<file path="config.mk">
export PLATFORM = sky130hd
export DESIGN_NAME = cv32e40x_div_arbiter
export DESIGN_NICKNAME = d
export VERILOG_FILES = /design/src/rtl/cv32e40x_pkg.sv /design/src/rtl/cv32e40x_rr_arbiter.sv /design/src/rtl/cv32e40x_div_arbiter.sv
export SDC_FILE = /design/constraint.sdc
export NUM_CORES = 1
export LEC_CHECK = 0
export ABC_AREA = 1
export BUFFER_PORTS_ARGS = -buffer_cell sky130_fd_sc_hd__buf_2
export CAP_MARGIN = 20
export CORE_MARGIN = 2
export CORE_UTILIZATION = 40
export DETAILED_ROUTE_END_ITERATION = 6
export PLACE_DENSITY_LB_ADDON = 0.3
export SYNTH_ARGS = -nofsm -noshare
export SYNTH_HDL_FRONTEND = slang
export SYNTH_SLANG_ARGS = --single-unit
</file>
<file path="constraint.sdc">
create_clock -name clk -period 2.5 [get_ports clk]
set_input_delay 0 -clock clk [delete_from_list [all_inputs] [get_ports clk]]
set_output_delay 0 -clock clk [all_outputs]
set_load 0.1 [all_outputs]
</file>
<file path="src/rtl/cv32e40x_pkg.sv">
// Types and helpers for the shared divider arbiter: divide op encoding, arbiter FSM
// states, latched request payload and the div_op -> ALU opcode mapping.
package cv32e40x_pkg;

  localparam int unsigned DIV_DATA_W = 32;
  localparam int unsigned DIV_OP_W   = 2;
  localparam int unsigned ALU_OP_W   = 6;

  typedef enum logic [ALU_OP_W-1:0] {
    ALU_DIVU = 6'h1C,
    ALU_DIV  = 6'h1D,
    ALU_REMU = 6'h1E,
    ALU_REM  = 6'h1F
  } alu_opcode_e;

  typedef enum logic [DIV_OP_W-1:0] {
    DIV_DIVU = 2'b00,
    DIV_DIV  = 2'b01,
    DIV_REMU = 2'b10,
    DIV_REM  = 2'b11
  } div_op_e;

  typedef enum logic [1:0] {
    IDLE = 2'b00,
    BUSY = 2'b01,
    RESP = 2'b10
  } div_arb_state_e;

  // Operands captured from the winning requester
  typedef struct packed {
    div_op_e                 op;
    logic [DIV_DATA_W-1:0]   opa;
    logic [DIV_DATA_W-1:0]   opb;
  } div_req_t;

  function automatic alu_opcode_e div_op_to_alu(input div_op_e op);
    alu_opcode_e alu_op;
    alu_op = ALU_DIVU;
    case (op)
      DIV_DIVU: alu_op = ALU_DIVU;
      DIV_DIV:  alu_op = ALU_DIV;
      DIV_REMU: alu_op = ALU_REMU;
      DIV_REM:  alu_op = ALU_REM;
      default:  alu_op = ALU_DIVU;
    endcase
    return alu_op;
  endfunction

endpackage

</file>
<file path="src/rtl/cv32e40x_rr_arbiter.sv">
// Combinational round-robin picker: grants the first requester at or after ptr,
// wrapping around, as a one-hot vector plus its index.
module cv32e40x_rr_arbiter
  import cv32e40x_pkg::*;
#(
  parameter int unsigned NUM_REQ = 2,
  parameter int unsigned IDX_W   = 1
) (
  input  logic [NUM_REQ-1:0] req,
  input  logic [IDX_W-1:0]   ptr,
  output logic [NUM_REQ-1:0] gnt,
  output logic [IDX_W-1:0]   gnt_idx
);

  logic found;

  function automatic int unsigned wrap_idx(input int unsigned base, input int unsigned offs);
    int unsigned sum;
    sum = base + offs;
    return (sum >= NUM_REQ) ? (sum - NUM_REQ) : sum;
  endfunction

  // Scan from the pointer, first hit wins
  always_comb begin
    gnt     = '0;
    gnt_idx = '0;
    found   = 1'b0;
    for (int unsigned k = 0; k < NUM_REQ; k++) begin
      if (!found && req[wrap_idx(32'(ptr), k)]) begin
        found                       = 1'b1;
        gnt[wrap_idx(32'(ptr), k)]  = 1'b1;
        gnt_idx                     = IDX_W'(wrap_idx(32'(ptr), k));
      end
    end
  end

endmodule

</file>
<file path="src/rtl/cv32e40x_div_arbiter.sv">
// Shares one iterative divider between NUM_REQ requesters: round-robin grant,
// operand latching, result return to the owner and per-requester kill.
module cv32e40x_div_arbiter
  import cv32e40x_pkg::*;
#(
  parameter int unsigned NUM_REQ = 2
) (
  input  logic                             clk,
  input  logic                             rst,
  input  logic [NUM_REQ-1:0]               req_valid_i,
  output logic [NUM_REQ-1:0]               req_ready_o,
  input  logic [NUM_REQ*DIV_OP_W-1:0]      req_op_i,
  input  logic [NUM_REQ*DIV_DATA_W-1:0]    req_opa_i,
  input  logic [NUM_REQ*DIV_DATA_W-1:0]    req_opb_i,
  input  logic [NUM_REQ-1:0]               kill_i,
  output logic [NUM_REQ-1:0]               rsp_valid_o,
  input  logic [NUM_REQ-1:0]               rsp_ready_i,
  output logic [DIV_DATA_W-1:0]            rsp_result_o,
  output logic                             div_valid_o,
  output alu_opcode_e                      div_operator_o,
  output logic [DIV_DATA_W-1:0]            div_opa_o,
  output logic [DIV_DATA_W-1:0]            div_opb_o,
  input  logic                             div_ready_i,
  input  logic [DIV_DATA_W-1:0]            div_result_i,
  output logic                             div_ack_o
);

  localparam int unsigned IDX_W = (NUM_REQ > 1) ? $clog2(NUM_REQ) : 1;

  div_arb_state_e        state_q, state_d;
  logic [IDX_W-1:0]      ptr_q, ptr_d;
  logic [IDX_W-1:0]      owner_q, owner_d;
  logic                  discard_q, discard_d;
  div_req_t              req_q, req_d;
  logic [DIV_DATA_W-1:0] result_q, result_d;
  logic [NUM_REQ-1:0]    rsp_valid_q;
  logic                  div_valid_q;

  logic [NUM_REQ-1:0]    eligible;
  logic [NUM_REQ-1:0]    grant;
  logic [IDX_W-1:0]      grant_idx;
  div_req_t              grant_req;
  logic [IDX_W-1:0]      owner_nxt;
  logic                  owner_kill;
  logic                  owner_rsp_ready;

  assign eligible        = req_valid_i & ~kill_i;
  assign owner_kill      = kill_i[owner_q];
  assign owner_rsp_ready = rsp_ready_i[owner_q];
  assign owner_nxt       = (owner_q == IDX_W'(NUM_REQ - 1)) ? '0 : owner_q + IDX_W'(1);

  cv32e40x_rr_arbiter #(
    .NUM_REQ (NUM_REQ),
    .IDX_W   (IDX_W)
  ) u_rr_arbiter (
    .req     (eligible),
    .ptr     (ptr_q),
    .gnt     (grant),
    .gnt_idx (grant_idx)
  );

  // Operand mux for the granted requester
  always_comb begin
    grant_req = '0;
    for (int unsigned i = 0; i < NUM_REQ; i++) begin
      if (grant[i]) begin
        grant_req.op  = div_op_e'(req_op_i[i*DIV_OP_W +: DIV_OP_W]);
        grant_req.opa = req_opa_i[i*DIV_DATA_W +: DIV_DATA_W];
        grant_req.opb = req_opb_i[i*DIV_DATA_W +: DIV_DATA_W];
      end
    end
  end

  // Next-state and handshake logic
  always_comb begin
    state_d     = state_q;
    ptr_d       = ptr_q;
    owner_d     = owner_q;
    discard_d   = discard_q;
    req_d       = req_q;
    result_d    = result_q;
    req_ready_o = '0;
    div_ack_o   = 1'b0;

    case (state_q)
      IDLE: begin
        if (|grant) begin
          req_ready_o = grant;
          owner_d     = grant_idx;
          req_d       = grant_req;
          discard_d   = 1'b0;
          state_d     = BUSY;
        end
      end

      BUSY: begin
        if (owner_kill) begin
          discard_d = 1'b1;
        end
        if (div_ready_i) begin
          div_ack_o = 1'b1;
          if (discard_q || owner_kill) begin
            // Drained result of a killed op is dropped; move on fairly
            discard_d = 1'b0;
            ptr_d     = owner_nxt;
            state_d   = IDLE;
          end else begin
            result_d  = div_result_i;
            state_d   = RESP;
          end
        end
      end

      RESP: begin
        if (owner_kill || owner_rsp_ready) begin
          ptr_d   = owner_nxt;
          state_d = IDLE;
        end
      end

      default: begin
        state_d = IDLE;
      end
    endcase
  end

  always_ff @(posedge clk) begin
    if (rst) begin
      state_q     <= IDLE;
      ptr_q       <= '0;
      owner_q     <= '0;
      discard_q   <= 1'b0;
      req_q       <= '0;
      result_q    <= '0;
      rsp_valid_q <= '0;
      div_valid_q <= 1'b0;
    end else begin
      state_q     <= state_d;
      ptr_q       <= ptr_d;
      owner_q     <= owner_d;
      discard_q   <= discard_d;
      req_q       <= req_d;
      result_q    <= result_d;
      rsp_valid_q <= (state_d == RESP) ? (NUM_REQ'(1) << owner_d) : '0;
      div_valid_q <= (state_d == BUSY);
    end
  end

  assign rsp_valid_o    = rsp_valid_q;
  assign rsp_result_o   = result_q;
  assign div_valid_o    = div_valid_q;
  assign div_operator_o = div_op_to_alu(req_q.op);
  assign div_opa_o      = req_q.opa;
  assign div_opb_o      = req_q.opb;

endmodule
</file>
[Word level (Yosys, flattened, before mapping)]
Cells that the tools add are included.
Cells by class
  multiplexer cells: 43
  reduce and logical (&&, ||, !) cells: 16
  bitwise logic cells: 5
  equality and inequality tests: 11
  shifts and indexed selects: 1
  add/sub/neg operators: 4
  $lt $le $gt $ge: 7
Operators with widths (count)
  66-bit 2-to-1 mux: 2
  32-bit by 1-bit >= comparator with 1-bit output, second input constant: 2
  32-bit by 2-bit < comparator with 1-bit output, second input constant: 2
  32-bit 2-to-1 mux: 2
  32-bit by 2-bit >= comparator with 1-bit output, second input constant: 1
  32-bit by 2-bit subtractor with 32-bit output, second input constant: 1
  1-bit 2-to-1 mux: 25
  6-bit one-hot mux with 4 select lines: 1
  2-bit 2-to-1 mux: 8
  2-bit == test, second input constant: 4
  2-bit inequality test, second input constant: 4
  2-bit by 1-bit == test with 1-bit output, second input constant: 3
  2-bit one-hot mux with 3 select lines: 1
  2-bit logical NOT: 2
  1-bit one-hot mux with 2 select lines: 2
  2-bit AND reduction: 2
  4-bit AND reduction: 1
  2-bit nonzero test: 2
  2-bit OR reduction: 2
  1-bit logical AND: 3
  3-bit AND reduction: 1
  1-bit by 2-bit subtractor with 3-bit output, second input constant: 1
  1-bit by 1-bit adder with 2-bit output, second input constant: 1
  2-bit bitwise AND: 1
  10 further kinds: 13
Word-level totals
  word-level logic and storage cells: 97
  input port bits: 173
  register bits: 106

[Depth between registers and ports, before layout]
Gate-level depths: netlist (run 1).
  depth after elaboration: 15
  depth in mapped cells: 9
  depth with buffers taken out: 8

[By module]
Synthesis (run 1) repeated with hierarchy kept, for this count alone.
Second synthesis, totals
  cell total of the unflattened synthesis: 787
  area, all modules: 5203.7 µm²
By module, submodules not included
  cv32e40x_div_arbiter: instances 1, cells an instance 782, area an instance 5175.0 µm², sequential area each 2122.0 µm²
  cv32e40x_rr_arbiter: instances 1, cells an instance 5, area an instance 28.8 µm², sequential area each 0.0 µm²

[Least setup slack after synthesis (run 1)]
No wires, ideal clock.
  kind: register to output
  from: register ptr_q
  to: output req_ready_o[0]
  cell stages (with the launch flop): 5
  buffers on the path: 1
  path slack: 0.513 ns
  arrival: 1.987 ns
  cells stage by stage: dfxtp_1 nand2_1 clkbuf_1 nand2_1 nor2_1
On the way
  word-level cells in the longest chain between the ends: 12
Ends and longest elaborated chain
  start, declared: RTL line cv32e40x_div_arbiter.sv:31  | logic [IDX_W-1:0] ptr_q, ptr_d;
  start signal, assigned: RTL line cv32e40x_div_arbiter.sv:139  | ptr_q <= ptr_d;
  1-bit by 1-bit adder with 2-bit output (tied with other cells): RTL line cv32e40x_rr_arbiter.sv:19  | sum = base + offs;
  32-bit by 2-bit subtractor with 32-bit output (tied with other cells): RTL line cv32e40x_rr_arbiter.sv:20  | return (sum >= NUM_REQ) ? (sum - NUM_REQ) : sum;
  32-bit 2-to-1 mux (tied with other cells)
  32-bit by 1-bit >= comparator with 1-bit output (implied by the code) (tied with other cells): RTL line cv32e40x_rr_arbiter.sv:31  | gnt[wrap_idx(32'(ptr), k)] = 1'b1;
  1-bit logical AND (implied by the code) or 1-bit 2-to-1 mux (tied branches): RTL line cv32e40x_rr_arbiter.sv:31
  1-bit 2-to-1 mux (implied by the code) or 1-bit demux with 1-bit select (tied branches)
  1-bit demux with 1-bit select or 2-bit 2-to-1 mux (tied branches)
  2-bit OR (no line)
  2-bit 2-to-1 mux *: RTL line cv32e40x_rr_arbiter.sv:29  | if (!found && req[wrap_idx(32'(ptr), k)]) begin
  2-bit OR reduction: RTL line cv32e40x_div_arbiter.sv:87  | if (|grant) begin
  2-bit 2-to-1 mux *: RTL line cv32e40x_div_arbiter.sv:87
  2-bit 2-to-1 mux *: RTL line cv32e40x_div_arbiter.sv:85  | case (state_q)
  end, declared: RTL line cv32e40x_div_arbiter.sv:11  | output logic [NUM_REQ-1:0] req_ready_o,
Mark *: on every way between the ends. The rest lies on a longest branch, timed or not. The select of a mux whose other input is x is not followed.

[Worst setup path after layout (run 1)]
  from: register ptr_q
  to: register req_q, in the netlist div_opa_o[23]
On the way
  word-level cells in the longest chain between the ends: 11
Ends and longest elaborated chain
  1-bit by 1-bit adder with 2-bit output (tied with other cells): RTL line cv32e40x_rr_arbiter.sv:19
  32-bit by 2-bit subtractor with 32-bit output (tied with other cells): RTL line cv32e40x_rr_arbiter.sv:20
  32-bit 2-to-1 mux (tied with other cells)
  32-bit by 1-bit >= comparator with 1-bit output (implied by the code) (tied with other cells): RTL line cv32e40x_rr_arbiter.sv:31
  1-bit logical AND (implied by the code) or 1-bit 2-to-1 mux (tied branches): RTL line cv32e40x_rr_arbiter.sv:31
  1-bit 2-to-1 mux (implied by the code) or 1-bit demux with 1-bit select (tied branches)
  1-bit demux with 1-bit select or 2-bit 2-to-1 mux (tied branches)
  2-bit OR (no line)
  2-bit 2-to-1 mux *: RTL line cv32e40x_rr_arbiter.sv:29
  66-bit 2-to-1 mux or 2-bit OR reduction (tied branches): RTL line cv32e40x_div_arbiter.sv:66, cv32e40x_div_arbiter.sv:87
  66-bit 2-to-1 mux or 2-bit AND reduction (tied branches)
  end signal, assigned: RTL line cv32e40x_div_arbiter.sv:142  | req_q <= req_d;
  end, declared: RTL line cv32e40x_div_arbiter.sv:34  | div_req_t req_q, req_d;
Marked as above.
A chain may end at the register's enable or synchronous reset.

==> flow_summary.ini, run 1 <==
[global_routing]
grt_pass1_vias = 5752
grt_pass1_wl_mm = 26.8
overflow = 0
grt_max_degree = 81
grtUsageTotal_pct = 22.2
antenna_found_initial = 0

[sta]
finalClockSkew_ns = 0.00920
timing.fmax_ghz = 0.471
fin_setup_tns_ns = 0
holdWs_ns = 0.0122
rsz0062_at_grt = false
fin_crit_ns = 2.12
fin_crit_sh_pct = 84.9
maxSlewHeadroom_pct = 39.9
finalHoldViolations = 0
setup_ws_ns = 0.378
slew_viol_final = 0
tightest_slew_ns = 0.900
setup_viol = 0

[clock_network]
htree_levels = 3
post_cts_resized = 0
hold_buffers = 149
cts.clk_slew.worst_paths_ns = 0.08
numCtsBuffers = 9
cts_buffer_depth = 2
cts-root-buf = clkbuf_16
clock_latency_ns = 0.35
clock-sinks = 106
cts_tree = built
cts_setup_buffers = 0

[synthesis]
syn_area_um2 = 5610
synth_seq_cells = 106
syn_inst = 793
synth-async-reset-ratio_pct = 0
yosysTopAreaCell = dfxtp_1
yosys_warnings = 0
yosysMostFrequentCell = nand3_1
synth_top_area_share_pct = 37.9
synth_common_cells = 136 x nand3_1, 106 x dfxtp_1, 89 x nand2_1, 78 x inv_1, 75 x buf_4
avgSynthCellArea_um2 = 7.07
synth.distinct_cells = 18
synthTopCellsByArea = dfxtp_1 38%, nand3_1 12%, buf_4 10%
synth-edff-count = 0
synth-main-ff-cell = dfxtp_1
synth-seq-area-share_pct = 37.9

[finish]
syn2layout_area_growth_pct = 47.6
regArea_um2 = 2120
num-nets-final = 1282
multiInputGateArea_um2 = 2380
diodes = 0
n_fill_cell = 1263
drive_above_1_share_pct = 27.9

[critical_path]
r2r-start = ptr_q
required_ns = 2.74
rr_endpoint = div_opa_o[23]
end_kind = flip-flop
path_class = reg2reg
arrival_ns = 2.36
rrSetupSlack_ns = 0.38
reg2regPathDepth = 7
cp-start-kind = flip-flop
path_max_fanout = 42

[routing]
dr.first_iter.drc_count = 230
drc = 0
antenna_left = 0
dr.pass1.iters = 5
vias = 6136
wl_per_cell_um = 13.4
vias_per_cell = 4.74
routed_wl_mm = 17.4

[place]
portBuffers = 276
hpwl_mm = 10.7
dp_slack_ns = 0.831
gp_congestion = 0.810

[die]
initial_core_util_pct = 40.7
row_count = 43
die_area_um2 = 15000
die_y_um = 122
die_w_um = 122
io_pins = 281
core_area_um2 = 13800

[hold_path]
hp-class = in2reg
whs_endpoint = div_opb_o[12]
min_from = req_opb_i[12]
min_path_cells = 4

[outcome]
status = finished clean

[job]
drv_cap = 0

[pwr]
power_leakage_nw = 4.32
peakVddDrop_mv = 0.432
powerDensity_nw_per_um2 = 634
power_mw = 5.24
==> per-layer routing <==
layer | track usage [%] | up-vias | part of all wire [%]
met5 | 0 | - | 0
met4 | 9.12 | 0 | 2.6
met3 | 6.51 | 41 | 8.1
met2 | 39.2 | 251 | 49
met1 | 25.0 | 2714 | 41
li1 | - | 3130 | -
==> cell usage in the layout (no fill, tap or decap) <==
cell type / n
inv_6: 3
inv_1: 78
a21oi_1: 70
o21a_1: 66
nor2_4: 3
nand2_4: 1
nand2_2: 2
conb_1: 4
nand3_2: 1
inv_2: 5
buf_4: 5
nand3_1: 136
inv_8: 1
dfxtp_1: 106
clkinv_4: 2
clkbuf_16: 9
dlygate4sd3_1: 149
buf_2: 276
nor2_1: 73
buf_12: 2
o21ai_1: 33
clkinv_2: 1
nand2_1: 88
==> kinds of logic (layout without fill, tap and decap cells) <==
kind of cell / after synthesis / count (layout) / share of synthesized area (%)
compound gates: 169 / 169 / 18.0
buf+inv: 212 / 531 / 20.0
flops: 106 / 106 / 37.9
other cells: 2 / 4 / 0.134
simple gates: 304 / 304 / 24.0
==> flip-flops by register name (all words and copies together), names as in the netlist <==
signal	flops
div_opa_o	32
div_opb_o	32
rsp_result_o	32
req_q	2
rsp_valid_o	2
state_q	2
discard_q	1
div_valid_o	1
owner_q	1
ptr_q	1
==> stage by stage <==
step | utilization (%) | area (µm²) | instances
floorplan | - | 5610 | 795
global placement | 47.2 | 6500 | 1129
detailed placement | 47.2 | 6500 | 1129
CTS | 60.1 | 8270 | 1294
global route | 60.1 | 8270 | 1294
finish | 60.1 | 8270 | 1294
==> critical path, stage by stage, from the launching register on <==
cell	delay, ns
dfxtp_1	0.34
inv_1	0.09
nand2_2	0.34
buf_12	0.32
nand3_1	0.10
nand2_1	0.07
dlygate4sd3_1	0.56
o21a_1	0.17
==> layout make-up <==
| class | instances | share of cell area (%) |
|---|---|---|
| clock inverters | 7 | 0.726 |
| multi-input cells | 477 | 28.8 |
| clock buffers | 9 | 2.72 |
| well taps | 180 | 2.72 |
| flip-flops and latches | 106 | 25.7 |
| repair buffers | 432 | 35.7 |
| inverters | 83 | 3.77 |
==> where the power goes <==
part	internal, mW	leakage, nW	switching [mW]	total (mW)
sequential	1.82	0.870	0.0656	1.89
combinational	0.538	3.31	1.45	1.98
clock	0.696	0.143	0.675	1.37
==> worst max-delay path by stage <==
stage	start	endpoint	slack, ns	cells past startpoint
final	ptr_q	div_opa_o[23]	0.38	7
after global routing	ptr_q	div_opa_o[23]	0.24	7
after CTS	ptr_q	div_opa_o[23]	0.41	7
after detailed placement	state_q[1]	div_opa_o[17]	0.83	5
after global placement	state_q[0]	div_opa_o[13]	0.89	5
after floorplan	ptr_q	req_ready_o[0]	0.51	4
Power figures use the tool's default switching activity.
==> inputs of run 2 (changes only) <==
==> constraint.sdc (replaced) <==
create_clock -name clk -period 1.83 [get_ports clk]
set_input_delay 0 -clock clk [delete_from_list [all_inputs] [get_ports clk]]
set_output_delay 0 -clock clk [all_outputs]
set_load 0.1 [all_outputs]
==> flow_summary.ini, run 2 (synthesis results as in run 1) <==
[outcome]
status = finished clean

[sta]
maxSlewHeadroom_pct = 62.9
finalClockSkew_ns = 0.0102
fin_setup_tns_ns = 0
rsz0062_at_grt = false
setup_viol = 0
slew_viol_final = 0
fin_crit_ns = 1.72
tightest_slew_ns = 0.556
finalHoldViolations = 0
fin_crit_sh_pct = 94.0
timing.fmax_ghz = 0.581

[clock_network]
cts_tree = built
clock_latency_ns = 0.34
cts_buffer_depth = 2
cts_setup_buffers = 0
numCtsBuffers = 9
htree_levels = 3
clock-sinks = 106
cts-root-buf = clkbuf_16
cts.clk_slew.worst_paths_ns = 0.07

[routing]
dr.pass1.iters = 5
vias = 6284
vias_per_cell = 4.82
routed_wl_mm = 18.3
wl_per_cell_um = 14.0
antenna_left = 0
drc = 0
dr.first_iter.drc_count = 243

[critical_path]
required_ns = 2.07
worstSetupEndpoint = div_opb_o[29]
arrival_ns = 1.96
reg2regPathDepth = 7
path_max_fanout = 32
cp-start-kind = flip-flop
rrSetupSlack_ns = 0.11
crit_start = ptr_q
end_kind = flip-flop
rr_endpoint = div_opb_o[29]
path_class = reg2reg
r2r-start = ptr_q

[die]
row_count = 43
initial_core_util_pct = 40.7
die_area_um2 = 15000
die_y_um = 122
core_area_um2 = 13800
io_pins = 281
die_w_um = 122

[job]
drv_cap = 0

[finish]
multiInputGateArea_um2 = 2390
final_area_um2 = 8450
syn2layout_area_growth_pct = 50.8
diodes = 0
num-nets-final = 1293
final_common_cell = buf_2
drive_above_1_share_pct = 28.5
regArea_um2 = 2120
n_fill_cell = 1199
fin_util_pct = 61.4
final_cell_mix = 276 x buf_2, 153 x dlygate4sd3_1, 136 x nand3_1

[global_routing]
grt_pass1_vias = 5894
use_met2_pct = 39.8
use_met3_pct = 8.60
top_usage_layer = met2
grtUsageTotal_pct = 23.0
grt_pass1_wl_mm = 27.4
grt_max_degree = 87
overflow = 0
antenna_found_initial = 0
gr-usage-met1_pct = 25.4

[pwr]
p_seq_share_pct = 35.8
internal_power_mw = 4.19
clock_power_share_pct = 25.9
power_frac_comb_pct = 38.3
p_sw_mw = 3.00
peakVddDrop_mv = 0.576
power_leakage_nw = 4.35
power_mw = 7.20
p_sw_share_pct = 41.7
powerDensity_nw_per_um2 = 851

[place]
hpwl_mm = 10.6
portBuffers = 276
dpl_cell_area_um2 = 6570
gp_congestion = 0.826

[hold_path]
min_from = req_opb_i[56]
hp-class = in2reg
-- run 2: routing by layer --
layer / up-vias / share of wire (%)
met1: 2745 / 40
met5: - / 0
li1: 3155 / -
met4: 0 / 3.8
met3: 66 / 8.8
met2: 318 / 47
-- run 2: worst min-delay path by stage --
stage          depth (start not counted)  slack (ns)          endpoint
2_1_floorplan                          2        0.13   rsp_result_o[0]
3_3_place_gp                           3        0.22  rsp_result_o[16]
3_5_place_dp                           3        0.23  rsp_result_o[26]
4_1_cts                                4      0.0003     div_opb_o[14]
5_1_grt                                4       0.006         req_q[65]
6_report                               4        0.01     div_opb_o[24]
-- run 2: power groups by stage --
stage / Sequential [mW] / Combinational, mW / Clock [mW]
6_report: 2.57 / 2.76 / 1.86
5_1_grt: 2.59 / 2.91 / 2.01
4_1_cts: 2.57 / 2.70 / 1.94
3_5_place_dp: 2.62 / 2.44 / 0
3_3_place_gp: 2.62 / 2.44 / 0
2_1_floorplan: 2.86 / 1.92 / 0
-- run 2: layout make-up --
class | count | area share [%]
clock buffers | 9 | 2.66
clock inverters | 7 | 0.696
inverters | 83 | 3.69
multi-input cells | 477 | 28.3
flip-flops and latches | 106 | 25.1
well taps | 180 | 2.66
repair buffers | 443 | 36.9
-- run 2: through the flow --
step / instances / setup slack (ns) / hold WS, ns
6_report: 1305 / 0.109 / 0.0102
4_1_cts: 1304 / 0.0119 / 0.000321
3_5_place_dp: 1135 / 0.379 / 0.228
3_3_place_gp: 1135 / 0.399 / 0.220
2_1_floorplan: 795 / 0.286 / 0.135
5_1_grt: 1305 / 0.00598 / 0.00588
-- run 2: critical path: stages, from the launching register on --
cell and delay (ns):
dfxtp_1 0.34, inv_1 0.09, nand2_2 0.11, buf_12 0.19, nand3_1 0.08, nand2_1 0.06, dlygate4sd3_1 0.56, o21a_1 0.17
-- run 2: timing repair --
action | CTS | global route
hold buffers | 153 | 0
hold endpoints to repair | 98 | 0
endpoints found under the setup margin | 0 | 13
gates resized for setup | 0 | 9
==> inputs of run 3 (changes only) <==
--- a/config.mk
+++ b/config.mk
@@ -12,6 +12,7 @@
 export CORE_UTILIZATION = 40
 export DETAILED_ROUTE_END_ITERATION = 6
 export PLACE_DENSITY_LB_ADDON = 0.3
+export REMOVE_ABC_BUFFERS = 1
 export SYNTH_ARGS = -nofsm -noshare
 export SYNTH_HDL_FRONTEND = slang
 export SYNTH_SLANG_ARGS = --single-unit
==> flow_summary.ini, run 3 (synthesis results as in run 1) <==
[die]
die_y_um = 122
io_pins = 281
die_area_um2 = 15000
row_count = 43
core_area_um2 = 13800
die_w_um = 122
initial_core_util_pct = 40.7

[critical_path]
crit_start = ptr_q
worstSetupEndpoint = div_opa_o[22]
rrSetupSlack_ns = 0.11
end_kind = flip-flop
path_max_fanout = 34
path_cells = inv_1 > nand2_2 > buf_8 > nand3_1 > nand2_1 > dlygate4sd3_1 > o21a_1
critical-path-top-delay-family = buffers and inverters
worstSetupPathDepth = 7
path_class = reg2reg
crit_slowest_cell = dlygate4sd3_1
cp-start-kind = flip-flop
r2r-start = ptr_q
rr_endpoint = div_opa_o[22]
reg2regPathDepth = 7
crit_buf_inv = 3
arrival_ns = 1.96
cpPeakStageDelay_ns = 0.57
required_ns = 2.07

[clock_network]
cts_buffer_depth = 2
numCtsBuffers = 9
clock_latency_ns = 0.35
htree_levels = 3
cts_tree = built
clock-sinks = 106
cts.clk_slew.worst_paths_ns = 0.07
cts-root-buf = clkbuf_16

[routing]
dr.first_iter.drc_count = 270
vias_per_cell = 4.84
wl_per_cell_um = 13.4
drc = 0
vias = 6328
dr.pass1.iters = 6
routed_wl_mm = 17.5
antenna_left = 0

[outcome]
status = finished clean

[sta]
slew_viol_final = 0
fin_crit_sh_pct = 94.0
finalClockSkew_ns = 0.00705
holdWs_ns = 0.0151
rsz0062_at_grt = false
tightest_slew_ns = 0.551
finalHoldViolations = 0
fin_setup_tns_ns = 0
setup_viol = 0
maxSlewHeadroom_pct = 63.2
fin_crit_ns = 1.72
timing.fmax_ghz = 0.581

[finish]
final_cell_mix = 276 x buf_2, 155 x dlygate4sd3_1, 136 x nand3_1
num-nets-final = 1297
drive_above_1_share_pct = 28.3
fin_util_pct = 61.4
syn2layout_area_growth_pct = 50.8
final_common_cell = buf_2
final_area_um2 = 8450
diodes = 0

[global_routing]
antenna_found_initial = 0
grt_max_degree = 50
grtUsageTotal_pct = 22.1
overflow = 0
grt_pass1_vias = 5731
grt_pass1_wl_mm = 26.5

[pwr]
p_sw_share_pct = 40.4
p_seq_share_pct = 35.2
powerDensity_nw_per_um2 = 867
peakVddDrop_mv = 0.542
internal_power_mw = 4.36
power_leakage_nw = 4.40
p_sw_mw = 2.96
clock_power_share_pct = 27.1
power_frac_comb_pct = 37.7

[place]
gp_congestion = 0.777
dpl_cell_area_um2 = 6580
hpwl_mm = 10.7
portBuffers = 276

[job]
drv_cap = 0

[hold_path]
hp-class = in2reg
min_path_cells = 4
[run 3: cell type report]
type                    instances  area [µm²]
inverters                      83         312
multi-input cells             477        2380
flip-flops and latches        106        2120
clock inverters                 5        63.8
fillers                      1215        5320
well taps                     180         225
clock buffers                  10         239
repair buffers                447        3110
[run 3: how the worst min path moves through the flow]
stage / slack [ns] / end / from
after floorplan: 0.07 / discard_q / rst
after global placement: 0.22 / rsp_result_o[4] / div_result_i[4]
after detailed placement: 0.23 / rsp_result_o[14] / div_result_i[14]
after CTS: 0.0007 / div_opb_o[16] / req_opb_i[48]
after global routing: 0.02 / div_opa_o[9] / req_opa_i[41]
final: 0.02 / div_opb_o[16] / req_opb_i[48]
[run 3: worst reg2reg max path, delay by kind of cell, from the launching register on]
kind / cells / cell delay, ns
AOI/OAI and AO/OA: 1 / 0.17
and+or+nand+nor: 3 / 0.27
buffers and inverters: 3 / 0.86
DFF: 1 / 0.32
[run 3: per-layer routing]
layer	vias up	share of wire (%)	track usage, %
li1	3149	-	-
met5	-	0	0
met4	0	3.0	7.90
met1	2865	39	23.9
met2	270	51	41.1
met3	44	7.0	5.76
[run 3: through the flow]
stage                     setup WS (ns)  total power [mW]  instances
after global routing            0.00797              7.64       1308
after detailed placement          0.412              5.08       1138
after floorplan                  -0.883              4.50        666
final                             0.109              7.33       1308
after CTS                        0.0501              7.37       1307
after global placement            0.405              5.06       1138
[run 3: what timing repair did]
item / 4_1_cts / 5_1_grt
setup buffers: 0 / 0
endpoints found under the hold margin: 99 / 1
hold buffers: 154 / 1
resized for setup: 0 / 5
endpoints found under the setup margin: 0 / 57
[run 3: power by group through the flow]
| stage | Combinational [mW] | Sequential, mW | Clock (mW) |
|---|---|---|---|
| global placement | 2.44 | 2.62 | 0 |
| finish | 2.76 | 2.58 | 1.99 |
| global route | 2.91 | 2.60 | 2.13 |
| floorplan | 0.597 | 3.90 | 0 |
| detailed placement | 2.45 | 2.63 | 0 |
| CTS | 2.74 | 2.57 | 2.05 |
